### src/rtl/code_entry_ctrl.sv
// Keypad code entry: collects up to four BCD digits, submits on ENTER,
// and drives the blank/code/Err display mode with idle and error-hold timers.
module code_entry_ctrl #(
  parameter int IDLE_CYCLES = 1000,
  parameter int ERR_CYCLES  = 500
) (
  input  logic        clk,
  input  logic        rst_n,
  input  logic        key_valid,
  input  logic [3:0]  key_code,
  input  logic        err_req,
  output logic [15:0] entered_code,
  output logic [2:0]  display_mode,
  output logic [2:0]  digit_count,
  output logic        code_valid
);
  localparam int MAXC = (IDLE_CYCLES > ERR_CYCLES) ? IDLE_CYCLES : ERR_CYCLES;
  localparam int TW   = $clog2(MAXC);

  localparam logic [1:0] S_BLANK  = 2'd0;
  localparam logic [1:0] S_ENTRY  = 2'd1;
  localparam logic [1:0] S_SUBMIT = 2'd2;
  localparam logic [1:0] S_ERROR  = 2'd3;

  localparam logic [2:0] M_BLANK = 3'b100;
  localparam logic [2:0] M_CODE  = 3'b010;
  localparam logic [2:0] M_ERR   = 3'b001;

  // Idle exits one edge early so BLANK shows IDLE_CYCLES-1 edges after the last key.
  localparam logic [TW-1:0] IDLE_TC = TW'(IDLE_CYCLES - 2);
  localparam logic [TW-1:0] ERR_TC  = TW'(ERR_CYCLES - 1);
  localparam logic [TW-1:0] T_SAT   = {TW{1'b1}};

  logic [1:0]    state;
  logic [TW-1:0] timer;
  logic          is_digit, is_clear, is_enter;

  assign is_digit = key_valid && (key_code <= 4'd9);
  assign is_clear = key_valid && (key_code == 4'hA);
  assign is_enter = key_valid && (key_code == 4'hB);

  always_ff @(posedge clk or negedge rst_n) begin
    if (!rst_n) begin
      state        <= S_BLANK;
      timer        <= '0;
      entered_code <= 16'h0000;
      digit_count  <= 3'd0;
      display_mode <= M_BLANK;
      code_valid   <= 1'b0;
    end else begin
      code_valid <= 1'b0;
      if (err_req) begin
        state        <= S_ERROR;
        display_mode <= M_ERR;
        timer        <= '0;
        entered_code <= 16'h0000;
        digit_count  <= 3'd0;
      end else begin
        case (state)
          S_BLANK: begin
            if (is_digit) begin
              entered_code <= {12'h000, key_code};
              digit_count  <= 3'd1;
              state        <= S_ENTRY;
              display_mode <= M_CODE;
              timer        <= '0;
            end
          end
          S_ENTRY: begin
            if (is_digit) begin
              timer <= '0;
              if (digit_count < 3'd4) begin
                entered_code <= {entered_code[11:0], key_code};
                digit_count  <= digit_count + 3'd1;
              end
            end else if (is_clear) begin
              entered_code <= 16'h0000;
              digit_count  <= 3'd0;
              state        <= S_BLANK;
              display_mode <= M_BLANK;
            end else if (is_enter) begin
              timer <= '0;
              if (digit_count == 3'd4) begin
                code_valid <= 1'b1;
                state      <= S_SUBMIT;
              end else begin
                // Short code: keep the partial digits, they are cleared when the hold ends.
                state        <= S_ERROR;
                display_mode <= M_ERR;
              end
            end else if (timer == IDLE_TC) begin
              entered_code <= 16'h0000;
              digit_count  <= 3'd0;
              state        <= S_BLANK;
              display_mode <= M_BLANK;
            end else if (timer != T_SAT) begin
              timer <= timer + 1'b1;
            end
          end
          S_SUBMIT: begin
            entered_code <= 16'h0000;
            digit_count  <= 3'd0;
            state        <= S_BLANK;
            display_mode <= M_BLANK;
          end
          default: begin
            if (timer == ERR_TC) begin
              timer        <= '0;
              entered_code <= 16'h0000;
              digit_count  <= 3'd0;
              state        <= S_BLANK;
              display_mode <= M_BLANK;
            end else if (timer != T_SAT) begin
              timer <= timer + 1'b1;
            end
          end
        endcase
      end
    end
  end
endmodule

### config.mk
export PLATFORM = sky130hd
export DESIGN_NAME = code_entry_ctrl
export DESIGN_NICKNAME = d
export VERILOG_FILES = /design/src/rtl/code_entry_ctrl.sv
export SDC_FILE = /design/constraint.sdc
export NUM_CORES = 1
export LEC_CHECK = 0
export ABC_AREA = 0
export CORE_MARGIN = 8
export CORE_UTILIZATION = 28
export CTS_CLUSTER_DIAMETER = 200
export CTS_CLUSTER_SIZE = 10
export DETAILED_ROUTE_END_ITERATION = 8
export MAX_ROUTING_LAYER = met4
export SLEW_MARGIN = 30
export SYNTH_ARGS = -nofsm -noshare
export SYNTH_HDL_FRONTEND = slang
export SYNTH_SLANG_ARGS = --single-unit
### constraint.sdc
create_clock -name clk -period 2 [get_ports clk]
set_clock_uncertainty 0.15 [all_clocks]
set_input_delay 0.4 -clock clk [delete_from_list [all_inputs] [get_ports clk]]
set_output_delay 0.4 -clock clk [all_outputs]
set_load 0.05 [all_outputs]
==> flow_summary.toml <==
[outcome]
status = "finished, violations left"
violations = "negative setup slack"

[critical_path]
r2r_start = "state[0]"
reg2reg_to = "display_mode[1]"
critPathCaptureType = "flop"
r2r_cells = 7
crit_type = "reg2reg"
worstPathCellList = "buf_6 > ha_4 > and2_4 > and3_4 > a211o_1 > nor3_4 > mux2_4"
cp_max_fo = 3
arrival_ns = 2.16
critPathBufInv = 1
reg2reg_slack_ns = -0.14
cpMaxStageDelayCell = "dfrtp_1"
cp.required_ns = 2.02
startpoint_type = "flop"
cp_top_family = "simple AND/OR/NAND/NOR gates"
slowest_delay_ns = 0.41

[power]
irDropWorstVdd_mv = 0.442
switchingPower_mw = 1.34
internal_power_mw = 2.24
p_leak_nw = 1.47
switching_share = 0.374
sequentialPowerShare = 0.252
power_frac_comb = 0.570
power_density_mw_per_mm2 = 1160
clockPowerShare = 0.179

[clock_tree]
clock_latency_ns = 0.29
htreeDepth = 2
cts_tree = "built"
cts.path.max_buffers = 2
cts_buffers = 5
clockRootBuffer = "clkbuf_8"
clkSinkCount = 35
path_clk_slew_ns = 0.08

[timing]
fmax_mhz = 468
layout_setup_ws_ns = -0.137
setup_viol = 27
rsz0062_at_grt = "true"
tightestPinTransition_ns = 0.341
finalCritPeriodShare = 1.07
finalSetupTns_ns = -1.01
drv_slew = 0
hold_viol_final = 0
fin_crit_ns = 2.14
slew_headroom = 0.773

[routing]
vias = 1831
drc = 0
ant_nets = 0
routedWlPerCell_um = 13.8
drt-pass1-iter-count = 4
drt_iter0_drc = 70
drt-total-wl_um = 5440
vias_per_cell = 4.66

[layout]
area_growth_pct = 45.9
final_nets = 308
layout_commonest_cell = "buf_4"
final_cells = 393
drive_above_1_share = 0.410
fill_cells = 725
final_cell_mix = "buf_4, dfrtp_1, nand2_1"

[yosys]
async_flop_share = 1.00
synth_ff_type = "dfrtp_1"
avgSynthCellArea_um2 = 10.0
ys_seq_area_frac = 0.412
yosys.cell_types.count = 55
synthCells = 212
syn-cell-area_mm2 = 0.00213
synth-seq-cells = 35
synth_edf_count = 0
yosysWarnings = 0
synth_nets = 228

[placed_design]
dpl.hpwl_um = 3840
dp_cells = 376
portBuffers = 30
place.gp.congestion = 0.797

[floorplanning]
std_cell_rows = 31
die-area_mm2 = 0.0106
die_x_um = 103
core_area_mm2 = 0.00729
start_util = 0.292
io_pins = 31
die_h_um = 103

[grt]
grt_first_pass_wirelength_um = 8410
grt_max_degree = 36
track_usage = 0.104
grt_overflow = 0
grt_pass1_vias = 1716
antenna_found_initial = 0

[worst_hold_path]
worstHoldPathType = "in2async"

[job]
maxCapViolCount = 0
==> worst max-delay path by stage <==
stage | cells past startpoint | from | slack, ns | to
final | 7 | state[0] | -0.14 | display_mode[1]
after floorplan | 8 | state[1] | -0.10 | digit_count[0]
after CTS | 7 | state[1] | -0.11 | display_mode[1]
after global routing | 7 | state[0] | -0.19 | display_mode[1]
after global placement | 6 | key_valid | -0.47 | display_mode[1]
after detailed placement | 6 | key_valid | -0.52 | display_mode[1]
==> stage by stage <==
step / worst slack (ns) / utilization / hold WS [ns] / area [µm²] / power, mW
2_1_floorplan: -0.101 / - / -0.0456 / 2140 / 2.00
3_3_place_gp: -0.472 / 0.381 / 0.340 / 2780 / 2.55
3_5_place_dp: -0.521 / 0.381 / 0.371 / 2780 / 2.55
4_1_cts: -0.110 / 0.407 / 0.332 / 2970 / 3.37
5_1_grt: -0.190 / 0.425 / 0.329 / 3100 / 3.80
6_report: -0.137 / 0.426 / 0.329 / 3100 / 3.59
==> cells by family after synthesis <==
| group | share of synthesized area |
|---|---|
| multiplexers | 0.0976 |
| AO/OA/AOI/OAI | 0.175 |
| AND/OR/NAND/NOR | 0.181 |
| flip-flops | 0.412 |
| buffers and inverters | 0.0865 |
| adder cells (fa/ha/maj) | 0.0471 |
==> metal layers <==
metal  up-vias  routed length, µm  track usage
li1        911                  -            -
met1       878               2560        0.133
met2        36               2470        0.153
met3         6                361       0.0311
met4         0                 60       0.0300
met5         -                  0            -
==> Yosys cell counts, types with 3 or more instances <==
| cell | count | area, µm² |
|---|---|---|
| ha_1 | 8 | 100 |
| and3_1 | 3 | 18.8 |
| nor2b_1 | 3 | 18.8 |
| clkbuf_1 | 3 | 11.3 |
| nor2_1 | 6 | 22.5 |
| dfrtp_1 | 34 | 851 |
| mux2i_1 | 17 | 170 |
| a31oi_1 | 3 | 18.8 |
| nand3_1 | 4 | 20.0 |
| o21ai_0 | 7 | 35.0 |
| and2_1 | 3 | 18.8 |
| and4_1 | 4 | 35.0 |
| nand4_1 | 4 | 25.0 |
| inv_1 | 24 | 90.1 |
| a21oi_1 | 12 | 60.1 |
| nand2_1 | 23 | 86.3 |
==> sequential cells by signal, indices dropped and copies added, names as in the netlist <==
name and count:
state 2, entered_code 16, timer 10, digit_count 3
display_mode 3, code_valid 1
==> power by group through the flow <==
| stage | clock network [mW] | registers [mW] | logic (mW) |
|---|---|---|---|
| finish | 0.641 | 0.902 | 2.04 |
| global route | 0.702 | 0.921 | 2.17 |
| CTS | 0.668 | 0.905 | 1.80 |
| detailed placement | 0 | 0.917 | 1.63 |
| global placement | 0 | 0.910 | 1.64 |
| floorplan | 0 | 1.11 | 0.886 |
==> what timing repair did <==
item	in CTS	in global routing
resized for setup	16	19
endpoints found under the hold margin	0	0
hold buffers	0	0
setup buffers	3	5
pin swaps	3	9
setup endpoints to repair	32	34
gates cloned	0	1
==> cell type report <==
class / count / area, µm² / area share
antenna: 1 / 2.50 / 0.000806
sequential: 35 / 877 / 0.283
clock inverter: 3 / 43.8 / 0.0141
multi-input combinational: 143 / 1190 / 0.383
tap: 99 / 124 / 0.0399
inverter: 24 / 90.1 / 0.0290
timing repair buffer: 83 / 708 / 0.228
clock buffer: 5 / 68.8 / 0.0222
Power figures use the tool's default switching activity.
